--- config.mk ---
export PLATFORM = sky130hd
export DESIGN_NAME = program_loader
export DESIGN_NICKNAME = d
export VERILOG_FILES = /design/src/rtl/loader_pkg.sv /design/src/rtl/byte_packer.sv /design/src/rtl/program_loader.sv
export SDC_FILE = /design/constraint.sdc
export NUM_CORES = 1
export LEC_CHECK = 0
export CORE_AREA = 2 2 153 155
export DETAILED_ROUTE_END_ITERATION = 10
export DIE_AREA = 0 0 155 157
export DONT_BUFFER_PORTS = 1
export GPL_ROUTABILITY_DRIVEN = 0
export GPL_TIMING_DRIVEN = 1
export REMOVE_ABC_BUFFERS = 1
export SETUP_SLACK_MARGIN = 0.5
export SYNTH_ARGS = -nofsm -noshare
export SYNTH_HDL_FRONTEND = slang
export SYNTH_SLANG_ARGS = --single-unit
--- constraint.sdc ---
create_clock -name clock -period 4.7 [get_ports clock]
set_clock_uncertainty 0.1 [all_clocks]
set_input_delay 0.94 -clock clock [delete_from_list [all_inputs] [get_ports clock]]
set_output_delay 0.94 -clock clock [all_outputs]
set_load 0.05 [all_outputs]
--- src/rtl/loader_pkg.sv ---
// Shared types and widths for the boot-time program loader.
package loader_pkg;

   localparam int unsigned LOADER_CNT_W = 16;
   localparam int unsigned BYTE_W       = 8;
   localparam int unsigned WORD_W       = 32;
   localparam int unsigned ADDR_W       = 32;

   typedef enum logic [2:0] {
      HDR_HI,
      HDR_LO,
      DATA,
      WRITE,
      DONE,
      ERROR
   } loader_state_t;

   typedef struct packed {
      logic [ADDR_W-1:0] addr;
      logic [WORD_W-1:0] data;
   } imem_wr_t;

endpackage

--- src/rtl/byte_packer.sv ---
// Big-endian 4-byte assembler: shifts bytes in MSB first and flags the 4th byte.
module byte_packer
   import loader_pkg::*;
(
   input  logic              clock,
   input  logic              reset,
   input  logic              byte_valid,
   input  logic [BYTE_W-1:0] byte_data,
   input  logic              clear,
   output logic [WORD_W-1:0] word_c,
   output logic              word_done_c
);

   localparam int unsigned SR_W = WORD_W - BYTE_W;

   logic [1:0]      idx_q, idx_d;
   logic [SR_W-1:0] sr_q,  sr_d;

   always_comb begin
      idx_d = idx_q;
      sr_d  = sr_q;
      if (clear) begin
         idx_d = '0;
         sr_d  = '0;
      end else if (byte_valid) begin
         sr_d  = {sr_q[SR_W-BYTE_W-1:0], byte_data};
         idx_d = idx_q + 2'd1;
      end
   end

   always_ff @(posedge clock or negedge reset) begin
      if (!reset) begin
         idx_q <= '0;
         sr_q  <= '0;
      end else begin
         idx_q <= idx_d;
         sr_q  <= sr_d;
      end
   end

   // The full word including the byte being accepted this cycle.
   assign word_c      = {sr_q, byte_data};
   assign word_done_c = byte_valid && (idx_q == 2'd3);

endmodule

--- src/rtl/program_loader.sv ---
// Boot loader: receives a counted big-endian byte image, writes it into
// instruction memory word by word, and holds the CPU in reset until complete.
module program_loader
   import loader_pkg::*;
#(
   parameter int unsigned       MAX_WORDS = 256,
   parameter logic [ADDR_W-1:0] BASE_ADDR = 32'h0000_0000
) (
   input  logic              clock,
   input  logic              reset,
   input  logic              rx_valid,
   input  logic [BYTE_W-1:0] rx_data,
   output logic              rx_ready,
   output logic              imem_we,
   output logic [ADDR_W-1:0] imem_addr,
   output logic [WORD_W-1:0] imem_wdata,
   output logic              cpu_reset,
   output logic              done,
   output logic              error
);

   loader_state_t           state_q, state_d;
   logic [BYTE_W-1:0]       cnt_hi_q, cnt_hi_d;
   logic [LOADER_CNT_W-1:0] count_q, count_d;
   logic [LOADER_CNT_W-1:0] word_idx_q, word_idx_d;
   imem_wr_t                wr_q, wr_d;
   logic                    we_q, we_d;
   logic                    cpu_reset_q, cpu_reset_d;
   logic                    done_q, done_d;
   logic                    error_q, error_d;

   logic                    xfer_c;
   logic                    pk_valid_c;
   logic                    pk_clear_c;
   logic [WORD_W-1:0]       pk_word_c;
   logic                    pk_done_c;

   // Ready depends only on registered state, gated low while reset is held.
   assign rx_ready   = reset && ((state_q == HDR_HI) || (state_q == HDR_LO) || (state_q == DATA));
   assign xfer_c     = rx_valid && rx_ready;
   assign pk_valid_c = xfer_c && (state_q == DATA);
   assign pk_clear_c = (state_q == WRITE);

   byte_packer u_packer (
      .clock       (clock),
      .reset       (reset),
      .byte_valid  (pk_valid_c),
      .byte_data   (rx_data),
      .clear       (pk_clear_c),
      .word_c      (pk_word_c),
      .word_done_c (pk_done_c)
   );

   always_comb begin
      state_d    = state_q;
      cnt_hi_d   = cnt_hi_q;
      count_d    = count_q;
      word_idx_d = word_idx_q;
      wr_d       = wr_q;
      unique case (state_q)
         HDR_HI: begin
            if (xfer_c) begin
               cnt_hi_d = rx_data;
               state_d  = HDR_LO;
            end
         end
         HDR_LO: begin
            if (xfer_c) begin
               count_d    = {cnt_hi_q, rx_data};
               word_idx_d = '0;
               if (count_d == '0)
                  state_d = DONE;
               else if (32'(count_d) > MAX_WORDS)
                  state_d = ERROR;
               else
                  state_d = DATA;
            end
         end
         DATA: begin
            if (pk_done_c) begin
               wr_d.addr = BASE_ADDR + ADDR_W'({word_idx_q, 2'b00});
               wr_d.data = pk_word_c;
               state_d   = WRITE;
            end
         end
         WRITE: begin
            word_idx_d = word_idx_q + LOADER_CNT_W'(1);
            state_d    = (word_idx_d == count_q) ? DONE : DATA;
         end
         DONE:    state_d = DONE;
         ERROR:   state_d = ERROR;
         default: state_d = HDR_HI;
      endcase

      // Status outputs are registered decodes of the next state.
      we_d        = (state_d == WRITE);
      cpu_reset_d = (state_d != DONE);
      done_d      = (state_d == DONE);
      error_d     = (state_d == ERROR);
   end

   always_ff @(posedge clock or negedge reset) begin
      if (!reset) begin
         state_q     <= HDR_HI;
         cnt_hi_q    <= '0;
         count_q     <= '0;
         word_idx_q  <= '0;
         wr_q.addr   <= BASE_ADDR;
         wr_q.data   <= '0;
         we_q        <= 1'b0;
         cpu_reset_q <= 1'b1;
         done_q      <= 1'b0;
         error_q     <= 1'b0;
      end else begin
         state_q     <= state_d;
         cnt_hi_q    <= cnt_hi_d;
         count_q     <= count_d;
         word_idx_q  <= word_idx_d;
         wr_q        <= wr_d;
         we_q        <= we_d;
         cpu_reset_q <= cpu_reset_d;
         done_q      <= done_d;
         error_q     <= error_d;
      end
   end

   assign imem_we    = we_q;
   assign imem_addr  = wr_q.addr;
   assign imem_wdata = wr_q.data;
   assign cpu_reset  = cpu_reset_q;
   assign done       = done_q;
   assign error      = error_q;

endmodule
# Yosys cells after proc, flatten, opt, wreduce, memory -nomap -nowiden
# Cells that the tools add are included.
classes:
  n_addsub: 2
  n_mul: 0
  n_div: 0
  magnitude_cmp: 1
  n_eq_ne: 12
  shifts: 0
  muxes: 13
  bitwise_logic: 0
  reduce_logical: 14
op_table:
  columns: ["op", "count"]
  rows:
  - ["24-bit two-way mux", 2]
  - ["16-bit one-hot mux with 2 select lines", 1]
  - ["3-bit two-way mux", 6]
  - ["3-bit one-hot mux with 6 select lines", 1]
  - ["16-bit by 1-bit adder with 16-bit output, second input constant", 1]
  - ["16-bit equality test", 1]
  - ["16-bit by 9-bit greater-than comparator with 1-bit output, second input constant", 1]
  - ["16-bit logical NOT", 1]
  - ["16-bit two-way mux", 1]
  - ["3-bit equality test, second input constant", 4]
  - ["3-bit by 2-bit equality test with 1-bit output, second input constant", 3]
  - ["2-bit AND reduction", 4]
  - ["1-bit logical AND", 4]
  - ["2-bit two-way mux", 2]
  - ["2-bit nonzero test", 2]
  - ["3-bit by 1-bit equality test with 1-bit output, second input constant", 1]
  - ["3-bit logical NOT", 1]
  - ["3-bit != test, second input constant", 1]
  - ["2-bit by 1-bit adder with 2-bit output, second input constant", 1]
  - ["2-bit equality test, second input constant", 1]
  - ["1-bit logical OR", 2]
  - ["2-bit != test, second input constant", 1]
totals:
  register_bits: 121
  latch_bits: 0
  mem_bits_rw: 0
  rom_bits: 0
  in_bits: 11
  output_inout_bits: 69
  wordCells: 54
  n_memories: 0

# Longest topological paths before layout
logic_depth:
  depth_word: 10
  depth_mapped: 8
  depth_no_buf: 7

# Modules after synthesis
# Synthesis repeated with hierarchy kept, for this count alone.
unflattened:
  hier_cells: 464
  area_unflattened_um2: 5640.4
modules_own_cells:
  columns: ["module", "instances", "cells_each", "area_per_inst_um2"]
  rows:
  - ["program_loader", 1, 370, 4486.8]
  - ["byte_packer", 1, 94, 1153.6]

# Least setup slack after synthesis
# OpenSTA, ideal clock, no wires.
synth_path:
  path_kind: "input -> output"
  from: "in reset"
  to: "out rx_ready"
  arrival_ns: 2.206
  t_required_ns: 3.660
  path_slack_ns: 1.454
  cell_stages: 2
  n_path_buf: 0
  path_cell_list: "inv_1 > a211oi_1"
synth_via:
  elab_chain_len: 1
synth_rtl:
  columns: ["element", "line", "source"]
  rows:
  - ["start, declared", "program_loader.sv:10", "input logic reset,"]
  - ["1-bit logical AND", "program_loader.sv:39", "assign rx_ready = reset && ((state_q == HDR_HI) || (state_q == HDR_LO) || (state_q == DATA));"]
  - ["end, declared", "program_loader.sv:13", "output logic rx_ready,"]
# No other way between the ends.

# Worst setup path after layout
# Same ends and word-level chain as after synthesis.

==> results list <==
- Run status: complete, no violations
* Number of warnings printed during yosys synthesis: 0
* Number of cells traversed by the worst register-to-register path: 7
- In this run the cell area of the synthesized design comes to 5593 um^2.
- Final global-route overflow total: 0
- The slowest stage of the critical path is the sky130_fd_sc_hd__a211oi_2 cell.
- For this configuration, the core starts out at a cell density of 24.85%.
- For this block, the initial DRC count from the detailed router was 244.
* First-pass GRT wire length: 20,510 um
* Arrival time of the worst setup path: 1.87 ns
- The library cell used most frequently in the layout, excluding fill and tap cells, is sky130_fd_sc_hd__dfrtp_1.
* Total negative slack for setup checks: 0 ns
* Worst path bufs/invs: 1
- The critical path goes through inv_1 > a211oi_2.
- Post-DR wirelength/cell: 16.05 um
* CTS Hold Bufs: 0
- DRC violations left: 0
- Clock tree synthesis inserted a total of 17 buffers.
* End of the worst register-to-register path: done
- In this run the core area contains 55 standard-cell rows.
- Final count of pins violating max slew: 0
* Iteration count of the initial detailed-routing pass: 4
- Gates resized, CTS repair: 0
* Distinct cell type count of the synthesized netlist: 56
* Total number of nets in the final design: 496
- Clock-pin slew was measured on the worst setup and hold paths at 0.05 ns.
- Synth area leader: sky130_fd_sc_hd__dfrtp_1
- Relative to the synthesized area, the layout overhead comes to 13.98%.
- Post-synthesis area per instance: 11.41 um^2
* Number of global-route vias before repair: 3,545
* Data required time at the worst endpoint: 3.66 ns
* Multi-input logic area: 2333 um^2
* Instance count of the mapped netlist: 490
- Post-route clock period utilization: 61.85%
- Buffers from clock root to sink, at most: 2
- The region available for standard cell placement spans 22,500 um^2.
- Clock tree from TritonCTS: built
- ANT cells: 0
- Slowest stage delay, CP: 0.80 ns
- Following the worst setup path forward leads to its endpoint at rx_ready.
- Top FF cell, synth: sky130_fd_sc_hd__dfrtp_1
- Clock period minus worst slack: 2.907 ns
- Ratio of cells with drive above 1 in the final layout: 24.60%
- The worst setup path is captured at a primary output.
* Floorplan die width: 155 um
- The startpoint identified for the worst register-to-register timing path is word_idx_q[0].
- Leading cell types in the layout, fill and taps excluded: sky130_fd_sc_hd__dfrtp_1 (120), sky130_fd_sc_hd__mux2_2 (71), sky130_fd_sc_hd__nand2_1 (68), sky130_fd_sc_hd__o21ai_0 (44), sky130_fd_sc_hd__clkbuf_16 (17)
- Number of vias in the routed layout: 3,569
- Summed over all nets, the half-perimeter wirelength after detailed placement is 8474 um.
- Pin placement for this block handled 80 I/O pins.
- Hold is met by 0.1294 ns.
- Using the TritonRoute via totals, the vias-per-cell ratio works out to 4.570.
* Reg2reg setup slack: 2.08 ns
- In this run the number of cells on the critical path is 2.
- The clock drives 121 sinks.
* Leak Pwr: 2.816 nW
- Final hold violation count: 0
* Power density cells: 615.9 nW/um^2
- Synthesis-stage register bit count: 121
- Post-synth EDFFs: 0
- Maximum clock rate: 344.0 MHz
* Die height: 157 um
- Registers take 3029 um^2.
- Final setup violation count: 0
* Port Buffer Count: 0
- Entering global routing, the biggest net connects 124 pins.
* Met1 capacity usage during global routing: 13.64%
* H-tree lvl count: 4
* CP Launch Type: input pin
- Along the worst path, the maximum fanout reaches 123.
- Across the run, the number of max-cap violations was 0.
- For the worst-skew pair, the clock arrives at the later sink with an insertion delay of 0.41 ns.
* Worst slew margin: 34.97%
- All-layer global routing usage: 11.03%
* Kind of cell adding the most delay to the critical path: compound AO/OA/AOI/OAI gates
- The worst-case IR drop observed on VDD is 0.0002962 V.
- Number of fill cells in the layout: 2,278
- Setup repair after global routing missed its margin: false
* Initial antenna violation count: 0
- Total Wirelength: 12,540 um
* Die Footprint: 24,340 um^2
- The cell sitting at the root of the clock tree is a sky130_fd_sc_hd__clkbuf_16.
- After synthesis, the share of flip-flops with an asynchronous set or reset is 100.0%.
- Sequential cells were found to cover 54.16% of the synthesized design area.
* Count of antenna-violating nets left after detailed routing: 0
* Top Usage Layer GRT: met2
* Met3 Use GR: 4.928%
* Timing startpoint of the critical path: reset
* Global-route met2 utilization: 16.93%
* Slew of the pin with the lowest slew margin: 0.9737 ns
- The critical path in this run is classified as input pin to primary output.
* Largest cells by area after synthesis: sky130_fd_sc_hd__dfrtp_1 (54%), sky130_fd_sc_hd__mux2_2 (14%), sky130_fd_sc_hd__nand2_1 (4.6%), sky130_fd_sc_hd__o21ai_0 (3.9%), sky130_fd_sc_hd__buf_4 (2.7%)
* Share of the synthesized area in the top cell type: 53.69%
- After clock tree synthesis, the setup repair step added 0 buffers.
- The worst hold path belongs to the class input pin to async pin.
state kept, by name (all words and copies together) (netlist names):
signal	count
imem_we	1
u_packer.idx_q	2
state_q	3
done	1
imem_addr	16
count_q	16
cnt_hi_q	8
word_idx_q	16
cpu_reset	1
u_packer.sr_q	24
error	1
imem_wdata	32
per-stage QoR:
stage                     utilization [%]  area [um^2]  power (mW)  cells  setup slack (ns)
final                               28.33         6375       3.926    781             1.793
after global placement              25.60         5761       2.584    749             1.704
after global routing                28.33         6375       4.168    781             1.788
after floorplan                         -         5368       2.382    461           0.07370
after detailed placement            25.60         5761       2.611    749             1.662
after CTS                           28.33         6375       3.966    781             1.809
layer usage:
| layer | share of wire [%] | vias up |
|---|---|---|
| met4 | 1.4 | 0 |
| met3 | 7.4 | 11 |
| met5 | 0 | - |
| li1 | - | 1691 |
| met2 | 47 | 81 |
| met1 | 44 | 1786 |
synth_stat cells, types with 6 or more instances:
cell type                  instances
sky130_fd_sc_hd__nand3_1           7
sky130_fd_sc_hd__nand4_1           6
sky130_fd_sc_hd__dfrtp_1         120
sky130_fd_sc_hd__mux2_2           71
sky130_fd_sc_hd__o21ai_0          44
sky130_fd_sc_hd__xnor2_1          12
sky130_fd_sc_hd__xor2_1            9
sky130_fd_sc_hd__nor2_1           14
sky130_fd_sc_hd__clkbuf_1         16
sky130_fd_sc_hd__a21oi_1          11
sky130_fd_sc_hd__nand2_1          69
sky130_fd_sc_hd__buf_4            20
power breakdown:
part           switching (mW)  internal, mW
Clock                   0.468         0.871
Combinational           0.306         0.357
Sequential              0.557          1.37
final cells by class:
cell class                      instances  area share (%)
Sequential cell                       121           47.52
Multi-Input combinational cell        335           36.60
Clock buffer                           20           7.321
Tap cell                              285           5.594
Clock inverter                         12           2.316
Timing Repair Buffer                    3          0.3533
Inverter                                5          0.2944
how the worst min path moves through the flow:
stage	to	slack [ns]	depth (start not counted)
after floorplan	u_packer.sr_q[10]	0.37	2
after global placement	imem_wdata[27]	0.39	1
after detailed placement	imem_wdata[27]	0.39	1
after CTS	imem_addr[2]	0.10	0
after global routing	imem_addr[3]	0.10	0
final	imem_addr[13]	0.13	0
cells by family after synthesis:
family                     share of synthesized area (%)
AOI/OAI and AO/OA                                  9.441
xor gates and xnor gates                           3.289
adders and majority gates                         0.4474
buffers and inverters                              5.369
DFF                                                54.16
muxes                                              14.65
other                                            0.06705
and+or+nand+nor                                    12.57
(Power assumes the default switching activity.)
